### src/rtl/resize_seq_pkg.sv
// Shared definitions for the resize sequencer and its bench.
//   state_t           : sequencer phases
//   SCALE_UP/DOWN     : encoding of the latched scale direction
//   calc_n_in/...     : per-frame pixel counts derived from image geometry
package resize_seq_pkg;

    typedef enum logic [2:0] {
        IDLE   = 3'd0,
        LOAD   = 3'd1,
        SETTLE = 3'd2,
        STREAM = 3'd3,
        DONE   = 3'd4
    } state_t;

    localparam logic SCALE_UP   = 1'b1;
    localparam logic SCALE_DOWN = 1'b0;

    // Pixels streamed into the filter per frame.
    function automatic int calc_n_in(input int w, input int h);
        return w * h;
    endfunction

    // Pixels produced when enlarging by fs in both dimensions.
    function automatic int calc_n_out_up(input int w, input int h, input int fs);
        return (w * fs) * (h * fs);
    endfunction

    // Pixels produced when shrinking; the +1/+2 bias matches the filter's
    // edge handling, so the division truncates the way the filter does.
    function automatic int calc_n_out_down(input int w, input int h, input int fs);
        return ((w + 1) / fs) * ((h + 2) / fs);
    endfunction

endpackage

### src/rtl/resize_seq_if.sv
// Pixel stream bundle between the source/sink and the resize sequencer.
//   in_valid/in_ready/in_pixel    : input stream, valid/ready handshake
//   out_valid/out_pixel/out_last  : output stream, no backpressure
// master = source/sink side, slave = sequencer side.
interface resize_seq_if #(
    parameter int PIX_W = 8
);
    logic             in_valid;
    logic             in_ready;
    logic [PIX_W-1:0] in_pixel;
    logic             out_valid;
    logic [PIX_W-1:0] out_pixel;
    logic             out_last;

    modport master (
        output in_valid,
        output in_pixel,
        input  in_ready,
        input  out_valid,
        input  out_pixel,
        input  out_last
    );

    modport slave (
        input  in_valid,
        input  in_pixel,
        output in_ready,
        output out_valid,
        output out_pixel,
        output out_last
    );
endinterface

### src/rtl/resize_seq_frame_cnt.sv
// Frame pixel counter with clear, count enable and terminal-count compare.
//   clk, rst : clock, asynchronous active-high reset
//   clr      : synchronous clear (start of frame)
//   inc      : count one pixel
//   term     : value at which hit asserts
//   hit      : current count equals term
module resize_seq_frame_cnt #(
    parameter int W = 8
) (
    input  logic         clk,
    input  logic         rst,
    input  logic         clr,
    input  logic         inc,
    input  logic [W-1:0] term,
    output logic         hit
);

    logic [W-1:0] cnt_r;

    // Pixel count register; clear has priority over increment.
    always_ff @(posedge clk or posedge rst) begin
        if (rst) begin
            cnt_r <= {W{1'b0}};
        end else if (clr) begin
            cnt_r <= {W{1'b0}};
        end else if (inc) begin
            cnt_r <= cnt_r + W'(1'b1);
        end else begin
            cnt_r <= cnt_r;
        end
    end

    assign hit = (cnt_r == term);

endmodule

### src/rtl/resize_seq.sv
// Sequencer for resize_filter: loads one frame of WIDTH*HEIGHT pixels into
// the filter, then streams the resized frame out with valid/last, and pulses
// done once the final pixel has left.
//   clk, rst          : clock, asynchronous active-high reset
//   start, scale_sel  : begin a frame (IDLE only), direction latched with it
//   px                : input/output pixel streams (slave side)
//   filt_enable       : load strobe to the filter, same cycle as a transfer
//   filt_enable_proc  : process enable to the filter (SETTLE and STREAM)
//   filt_scale        : latched scale direction
//   filt_pixel_in     : pixel forwarded to the filter
//   filt_pixel_out    : pixel returned by the filter
//   busy, done        : not-IDLE flag, end-of-frame pulse
module resize_seq
    import resize_seq_pkg::*;
#(
    parameter int WIDTH       = 410,
    parameter int HEIGHT      = 361,
    parameter int FILTER_SIZE = 3,
    parameter int PIX_W       = 8
) (
    input  logic             clk,
    input  logic             rst,
    input  logic             start,
    input  logic             scale_sel,
    resize_seq_if.slave      px,
    output logic             filt_enable,
    output logic             filt_enable_proc,
    output logic             filt_scale,
    output logic [PIX_W-1:0] filt_pixel_in,
    input  logic [PIX_W-1:0] filt_pixel_out,
    output logic             busy,
    output logic             done
);

    localparam int N_IN       = calc_n_in(WIDTH, HEIGHT);
    localparam int N_OUT_UP   = calc_n_out_up(WIDTH, HEIGHT, FILTER_SIZE);
    localparam int N_OUT_DOWN = calc_n_out_down(WIDTH, HEIGHT, FILTER_SIZE);
    localparam int N_OUT_MAX  = (N_OUT_UP > N_OUT_DOWN) ? N_OUT_UP : N_OUT_DOWN;
    localparam int IN_W       = $clog2(N_IN + 1);
    localparam int OUT_W      = $clog2(N_OUT_MAX + 1);

    localparam logic [IN_W-1:0]  IN_TERM       = IN_W'(N_IN - 1);
    localparam logic [OUT_W-1:0] OUT_TERM_UP   = OUT_W'(N_OUT_UP - 1);
    localparam logic [OUT_W-1:0] OUT_TERM_DOWN = OUT_W'(N_OUT_DOWN - 1);

    state_t           state_r;
    logic             in_ready_r;
    logic             proc_r;
    logic             scale_r;
    logic             out_valid_r;
    logic [PIX_W-1:0] out_pixel_r;
    logic             out_last_r;
    logic             busy_r;
    logic             done_r;

    logic             xfer_s;
    logic             clr_s;
    logic             out_inc_s;
    logic             in_hit_s;
    logic             out_hit_s;
    logic [OUT_W-1:0] out_term_s;

    // in_ready_r is only ever high in LOAD, so it doubles as the state qualifier.
    assign xfer_s    = in_ready_r & px.in_valid;
    assign clr_s     = (state_r == IDLE) & start;
    // The output counter advances whenever a pixel is captured into the
    // output register: once leaving SETTLE, then every STREAM cycle except
    // the one already presenting the last pixel. Its count is therefore the
    // index of the pixel being captured, which makes out_last a plain compare.
    assign out_inc_s = (state_r == SETTLE) | ((state_r == STREAM) & ~out_last_r);
    assign out_term_s = (scale_r == SCALE_UP) ? OUT_TERM_UP : OUT_TERM_DOWN;

    resize_seq_frame_cnt #(.W(IN_W)) u_in_cnt (
        .clk  (clk),
        .rst  (rst),
        .clr  (clr_s),
        .inc  (xfer_s),
        .term (IN_TERM),
        .hit  (in_hit_s)
    );

    resize_seq_frame_cnt #(.W(OUT_W)) u_out_cnt (
        .clk  (clk),
        .rst  (rst),
        .clr  (clr_s),
        .inc  (out_inc_s),
        .term (out_term_s),
        .hit  (out_hit_s)
    );

    // Phase sequencing and all registered stream/status outputs.
    always_ff @(posedge clk or posedge rst) begin
        if (rst) begin
            state_r     <= IDLE;
            in_ready_r  <= 1'b0;
            proc_r      <= 1'b0;
            scale_r     <= SCALE_DOWN;
            out_valid_r <= 1'b0;
            out_pixel_r <= {PIX_W{1'b0}};
            out_last_r  <= 1'b0;
            busy_r      <= 1'b0;
            done_r      <= 1'b0;
        end else begin
            case (state_r)
                IDLE: begin
                    done_r <= 1'b0;
                    if (start) begin
                        scale_r    <= scale_sel;
                        in_ready_r <= 1'b1;
                        busy_r     <= 1'b1;
                        state_r    <= LOAD;
                    end
                end
                LOAD: begin
                    if (xfer_s && in_hit_s) begin
                        in_ready_r <= 1'b0;
                        proc_r     <= 1'b1;
                        state_r    <= SETTLE;
                    end
                end
                SETTLE: begin
                    // Filter output is valid during SETTLE; capture the first pixel.
                    out_valid_r <= 1'b1;
                    out_pixel_r <= filt_pixel_out;
                    out_last_r  <= out_hit_s;
                    state_r     <= STREAM;
                end
                STREAM: begin
                    if (out_last_r) begin
                        out_valid_r <= 1'b0;
                        out_pixel_r <= {PIX_W{1'b0}};
                        out_last_r  <= 1'b0;
                        proc_r      <= 1'b0;
                        done_r      <= 1'b1;
                        state_r     <= DONE;
                    end else begin
                        out_pixel_r <= filt_pixel_out;
                        out_last_r  <= out_hit_s;
                    end
                end
                DONE: begin
                    done_r  <= 1'b0;
                    busy_r  <= 1'b0;
                    state_r <= IDLE;
                end
                default: begin
                    state_r     <= IDLE;
                    in_ready_r  <= 1'b0;
                    proc_r      <= 1'b0;
                    out_valid_r <= 1'b0;
                    out_pixel_r <= {PIX_W{1'b0}};
                    out_last_r  <= 1'b0;
                    busy_r      <= 1'b0;
                    done_r      <= 1'b0;
                end
            endcase
        end
    end

    // Load path is a same-cycle pass-through; the pixel is zeroed when no
    // transfer happens so the filter input is quiet outside transfers.
    assign filt_enable      = xfer_s;
    assign filt_pixel_in    = xfer_s ? px.in_pixel : {PIX_W{1'b0}};
    assign filt_enable_proc = proc_r;
    assign filt_scale       = scale_r;
    assign px.in_ready      = in_ready_r;
    assign px.out_valid     = out_valid_r;
    assign px.out_pixel     = out_pixel_r;
    assign px.out_last      = out_last_r;
    assign busy             = busy_r;
    assign done             = done_r;

endmodule
### src/flat_wrapper.sv
// flat-port wrapper written by rule: the top's interface ports become plain ports
module resize_seq_flat import resize_seq_pkg::*;
#(
    parameter int WIDTH       = 410,
    parameter int HEIGHT      = 361,
    parameter int FILTER_SIZE = 3,
    parameter int PIX_W       = 8
)
  (clk, rst, start, scale_sel, filt_enable, filt_enable_proc, filt_scale, filt_pixel_in, filt_pixel_out, busy, done, px_in_valid, px_in_pixel, px_in_ready, px_out_valid, px_out_pixel, px_out_last);
  resize_seq_if #(.PIX_W(PIX_W)) px_i ();
  input  logic clk;
  input  logic rst;
  input  logic start;
  input  logic scale_sel;
  output logic filt_enable;
  output logic filt_enable_proc;
  output logic filt_scale;
  output logic [PIX_W-1:0] filt_pixel_in;
  input  logic [PIX_W-1:0] filt_pixel_out;
  output logic busy;
  output logic done;
  input wire logic [$bits(px_i.in_valid)-1:0] px_in_valid;
  input wire logic [$bits(px_i.in_pixel)-1:0] px_in_pixel;
  output wire logic [$bits(px_i.in_ready)-1:0] px_in_ready;
  output wire logic [$bits(px_i.out_valid)-1:0] px_out_valid;
  output wire logic [$bits(px_i.out_pixel)-1:0] px_out_pixel;
  output wire logic [$bits(px_i.out_last)-1:0] px_out_last;
  assign px_i.in_valid = px_in_valid;
  assign px_i.in_pixel = px_in_pixel;
  assign px_in_ready = px_i.in_ready;
  assign px_out_valid = px_i.out_valid;
  assign px_out_pixel = px_i.out_pixel;
  assign px_out_last = px_i.out_last;
  resize_seq #(.WIDTH(WIDTH), .HEIGHT(HEIGHT), .FILTER_SIZE(FILTER_SIZE), .PIX_W(PIX_W)) u_core (.clk(clk), .rst(rst), .start(start), .scale_sel(scale_sel), .px(px_i), .filt_enable(filt_enable), .filt_enable_proc(filt_enable_proc), .filt_scale(filt_scale), .filt_pixel_in(filt_pixel_in), .filt_pixel_out(filt_pixel_out), .busy(busy), .done(done));
endmodule
### config.mk
export PLATFORM = sky130hd
export DESIGN_NAME = resize_seq_flat
export DESIGN_NICKNAME = d
export VERILOG_FILES = /design/src/rtl/resize_seq_pkg.sv /design/src/rtl/resize_seq_if.sv /design/src/rtl/resize_seq_frame_cnt.sv /design/src/rtl/resize_seq.sv /design/src/flat_wrapper.sv
export SDC_FILE = /design/constraint.sdc
export NUM_CORES = 1
export LEC_CHECK = 0
export CAP_MARGIN = 20
export CORE_MARGIN = 3
export CORE_UTILIZATION = 49
export CTS_CLUSTER_DIAMETER = 60
export CTS_CLUSTER_SIZE = 12
export DETAILED_ROUTE_END_ITERATION = 8
export GPL_TIMING_DRIVEN = 1
export HOLD_SLACK_MARGIN = 0.02
export PLACE_DENSITY_LB_ADDON = 0.15
export SYNTH_ARGS = -nofsm -noshare
export SYNTH_HDL_FRONTEND = slang
export SYNTH_SLANG_ARGS = --single-unit
### constraint.sdc
create_clock -name clk -period 1.7 [get_ports clk]
set_clock_uncertainty 0.1 [all_clocks]
set_input_delay 0.34 -clock clk [delete_from_list [all_inputs] [get_ports clk]]
set_output_delay 0.34 -clock clk [all_outputs]
set_load 0.05 [all_outputs]
**Word-level counts from Yosys, hierarchy flattened**

Cells that the tools add are included.

- $add $sub $neg: 2
- Equal/unequal tests: 9
- Multiplexer cells: 24
- Bitwise operators: 10
- Reduce and logical (&&, ||, !) cells: 16

Operator list:

| operator | number |
|---|---|
| $mux 21 | 3 |
| $mux 18 | 2 |
| $pmux 8 s3 | 1 |
| $add 21x1->21 const B | 1 |
| $eq 21x21->1 | 1 |
| $add 18x1->18 const B | 1 |
| $eq 18x18->1 const B | 1 |
| $mux 8 | 2 |
| $pmux 1 s3 | 4 |
| $pmux 3 s4 | 1 |
| $reduce_or 3->1 | 4 |
| $mux 3 | 3 |
| $reduce_and 3->1 | 3 |
| $reduce_and 2->1 | 4 |
| $eq 3x2->1 const B | 2 |
| $mux 1 | 6 |
| $not 1->1 | 6 |
| $ne 2x1->1 const B | 2 |
| $pmux 1 s2 | 2 |
| $reduce_bool 2->1 | 2 |
| $and 1x1->1 | 3 |
| $eq 3x1->1 const B | 1 |
| $eq 3x3->1 const B | 1 |
| $logic_not 3->1 | 1 |
| other kinds (4) | 4 |

- Bits in registers: 57
- Bits of input ports: 21
- Output and inout bits: 24
- Logic and storage cells: 72

**Logic depth before layout (Yosys ltp)**

- Depth after elaboration: 5
- Depth in mapped cells: 6
- Mapped depth without buffers: 6

**By module**

From an unflattened synthesis, not the netlist that was laid out.

- Cell total of the unflattened synthesis: 330
- Area, all modules: 3238.1 µm²

Modules (own cells, without submodules):

| module | times used | cells each | area each (µm²) | sequential area each (µm²) |
|---|---|---|---|---|
| resize_seq_frame_cnt at u_core.u_out_cnt | 1 | 135 | 1285.0 | 525.5 |
| resize_seq_frame_cnt at u_core.u_in_cnt | 1 | 113 | 1089.8 | 450.4 |
| resize_seq | 1 | 82 | 863.3 | 450.4 |

**Worst setup path after synthesis**

OpenSTA, ideal clock, no wires.

- Path type: register -> register
- Start point: reg u_core.in_ready_r (netlist: u_core.px.in_ready)
- End point: reg u_core.state_r[1]
- Setup time: 64 ps
- Arrival: 1929 ps
- Required time: 1536 ps
- Setup slack: -393 ps
- Cell stages (with the launch flop): 6
- Path buffers: 1
- Period minus slack after synthesis: 2093 ps
- Cells stage by stage: dfrtp_1 > and2_1 > clkbuf_1 > nand3_1 > nor2_1 > a31o_2

- Word-level cells in the longest chain between the ends: 4

RTL lines:

| element | line | text |
|---|---|---|
| start: declaration | resize_seq.sv:47 | `logic in_ready_r;` |
| start signal: assignment | resize_seq.sv:95 | `in_ready_r <= 1'b0;` |
| start signal: assignment | resize_seq.sv:109 | `in_ready_r <= 1'b1;` |
| start signal: assignment | resize_seq.sv:116 | `in_ready_r <= 1'b0;` |
| $and 1x1->1 | resize_seq.sv:64 | `assign xfer_s = in_ready_r & px.in_valid;` |
| net filt_enable | flat_wrapper.sv:15 | `output logic filt_enable;` |
| $logic_and 1x1->1 | resize_seq.sv:115 | `if (xfer_s && in_hit_s) begin` |
| $ne 2x1->1 (no line) | - |  |
| $reduce_and 3->1 (no line) | - |  |
| end signal: assignment | resize_seq.sv:111 | `state_r <= LOAD;` |
| end signal: assignment | resize_seq.sv:118 | `state_r <= SETTLE;` |
| end signal: assignment | resize_seq.sv:126 | `state_r <= STREAM;` |
| end: declaration | resize_seq.sv:46 | `state_t state_r;` |

The timed path passes the listed nets, and every way through them passes these cells.
A chain may end at the register's enable or synchronous reset.

**Worst setup path in the final report**

- Start point: reg u_core.u_out_cnt.cnt_r[4]
- End point: reg u_core.u_out_cnt.cnt_r[16]

- Word-level cells in the longest chain between the ends: 3

RTL lines:

| element | line | text |
|---|---|---|
| start: declaration | resize_seq_frame_cnt.sv:18 | `logic [W-1:0] cnt_r;` |
| start signal: assignment | resize_seq_frame_cnt.sv:23 | `cnt_r <= {W{1'b0}};` |
| start signal: assignment | resize_seq_frame_cnt.sv:25 | `cnt_r <= {W{1'b0}};` |
| start signal: assignment | resize_seq_frame_cnt.sv:27 | `cnt_r <= cnt_r + W'(1'b1);` |
| $add 21x1->21 | resize_seq_frame_cnt.sv:27 |  |
| $mux 21 | resize_seq_frame_cnt.sv:26 | `end else if (inc) begin` |
| $mux 21 | resize_seq_frame_cnt.sv:24 | `end else if (clr) begin` |

No other way between the ends. The select of a mux whose other input is x is not followed.

==> metrics <==
Post-Synthesis Cells=317; Routed WL=8024 um; reg2reg end=u_core.u_out_cnt.cnt_r[16]; Yosys top cell area share=0.4693; Post-synth EDFFs=0; leak pwr=1.901 nW; fin cells=491; max-slew violation count=0; Max-Cap Viols=0; CP Capture Type=flip-flop; total gr overflow=0; fraction of layout cells with a size suffix above 1=0.3317; CP Class=reg2reg; VDD IR-drop max=0.0007217 V; io pins=45; post-synth cell types=50; FMAX=594.3 MHz; Power Density=782.0 mW/mm2; CTS buffer count=9; Root Buffer=clkbuf_8; TritonRoute pass-1 iters=4; mapped cell area=0.003039 mm2; Worst-Skew Late Latency=0.34 ns; first-pass GRT wire length=13790 um; Commonest cells post-synth=dfrtp_1, nor2_1, nand2_1, a21oi_1, nand4_1; min Tclk post-route=1.683 ns; met3 wire length=300 um; ant diodes=0; outcome=complete, no violations; GRT Overall Usage=0.2399; CTS clk-pin slew, worst paths=0.06 ns; routed wl met2=4075 um; vias in the first global route=2858; synthesis-to-finish area growth=45.62%; asr flop ratio synth=1.000; Worst Setup SP=u_core.u_out_cnt.cnt_r[4]; Final Hold Vio Count=0; critical path cell sequence=and4_4 > nand4_4 > or4_4 > a21oi_2; register area share after synthesis=0.4693; syn_area_per_cell=9.587 um2; chip width=84.76 um; period utilization=0.9897; most frequent cell after synthesis=dfrtp_1; H-tree levels=3; Seq cells post-synth=57; Synth area leader=dfrtp_1; routed via count=2839; Post-CTS Hold Buffers=0; final hold slack=0.3176 ns; unrepaired setup endpoints after global routing=true; initial antenna violation count=0; post-route cell area=0.004425 mm2; crit-path max FO=8; top cells by area, synth=dfrtp_1, nor2_1, nand4_1; Vias/cell=5.782; Post-Place Cells=467; Ys Warns=0; CTS tree=yes; # port buffers=44; Worst-Margin Slew=0.3905 ns; Critical Path Source Type=flip-flop; Hold Crit Class=in2async; wire per inst=16.34 um; Worst R2R Start=u_core.u_out_cnt.cnt_r[4]; Slew headroom=0.7360; die span in y=84.76 um; Critical Path Sink=u_core.u_out_cnt.cnt_r[16]; drt first-iter violations=178; Final nets=435; Worst R2R Path Depth=4; Worst path slowest cell=or4_4; remaining antenna violation count=0; Metal-1 WL=3510 um; die area=0.007183 mm2; clk sinks=57; clock buffer depth=2; Initial Util=0.5103; largest net degree at the start of global routing=58; Mapped Nets=341; R2R Setup Slk=0.02 ns; Crit path required time=1.85 ns; final setup vio count=0; Post-route DRC=0; Final HPWL DP=5594 um; core area=0.005956 mm2; Placement Cell Area=0.004090 mm2; Final Total Pwr=3.461 mW; Synth Flop Type=dfrtp_1; crit path DAT=1.84 ns; FP Rows=28; CP peak stage delay=0.52 ns; GPL Wtd Cong=0.8557; DR top layer=met4
==> state kept, by name (all words and copies together), names as in the netlist <==
signal                   flops
u_core.filt_enable_proc      1
u_core.px.in_ready           1
u_core.busy                  1
u_core.done                  1
u_core.u_in_cnt.cnt_r       18
u_core.state_r               3
u_core.px.out_valid          1
u_core.filt_scale            1
u_core.px.out_pixel          8
u_core.u_out_cnt.cnt_r      21
u_core.px.out_last           1
==> through the flow <==
step           setup WS (ns)  TNS [ns]    util
2_1_floorplan       -0.03695  -0.07381       -
3_3_place_gp         -0.2768    -7.558  0.6868
3_5_place_dp         -0.3038    -9.153  0.6868
4_1_cts            0.0009616         0  0.7206
5_1_grt             -0.03064  -0.09180  0.7431
6_report             0.01745         0  0.7431
==> metal layers <==
| layer | global-route usage | up-vias |
|---|---|---|
| met1 | 0.3172 | 1409 |
| met3 | 0.05986 | 13 |
| li1 | - | 1362 |
| met2 | 0.3900 | 55 |
| met5 | 0 | - |
| met4 | 0.07194 | 0 |
==> worst max-delay path: cells and delay by family (launching register included) <==
kind / cells / cell delay (ns)
compound gates: 1 / 0.16
flops: 1 / 0.40
simple gates: 3 / 0.94
==> worst min-delay path by stage <==
stage	slack (ns)	to	startpoint	depth (start not counted)
finish	0.32	u_core.u_in_cnt.cnt_r[14]	rst	3
global route	0.37	u_core.u_in_cnt.cnt_r[13]	rst	3
CTS	0.35	u_core.u_in_cnt.cnt_r[13]	rst	3
detailed placement	0.40	u_core.px.out_pixel[4]	u_core.px.out_pixel[4]	1
global placement	0.39	u_core.px.out_pixel[4]	u_core.px.out_pixel[4]	1
floorplan	0.33	u_core.busy	rst	1
==> area by class of cell <==
cell class	count	area, um2
Sequential cell	57	1435
Fill cell	414	1530
Clock buffer	16	160.2
Tap cell	75	93.84
Inverter	6	26.28
Multi-Input combinational cell	238	1648
Timing Repair Buffer	99	1062
==> cells by family (layout without fill, tap and decap cells) <==
family	Yosys count	count (layout)	share of synthesized area
AOI/OAI and AO/OA	57	57	0.1231
xor gates and xnor gates	18	18	0.05187
adders and majority gates	3	3	0.01235
buffers and inverters	22	121	0.03417
DFF	57	57	0.4693
muxes	5	5	0.01647
and+or+nand+nor	155	155	0.2927
==> placed cells by master (no fill, tap or decap), types with 9 or more instances in the layout <==
master	count
buf_4	56
dfrtp_1	50
nor2_1	31
nand2_1	25
buf_12	21
clkdlybuf4s50_1	19
nand4_1	18
a21oi_1	17
nand3_1	13
xnor2_1	12
clkbuf_8	10
and3_4	9
o21ai_0	9
==> report_power, final <==
group	switching [mW]	leakage [nW]	internal, mW	total, mW
Sequential	0.158	0.733	1.49	1.64
Clock	0.516	0.0790	0.573	1.09
Combinational	0.345	1.09	0.382	0.727
Total	1.02	1.90	2.44	3.46
==> timing repair <==
| item | in CTS | in global routing |
|---|---|---|
| setup buffers | 5 | 4 |
| hold endpoints to repair | 0 | 0 |
| cloned | 1 | 0 |
| pin swaps | 3 | 7 |
| resized for setup | 6 | 26 |
| setup endpoints to repair | 11 | 26 |
(Power assumes the default switching activity.)
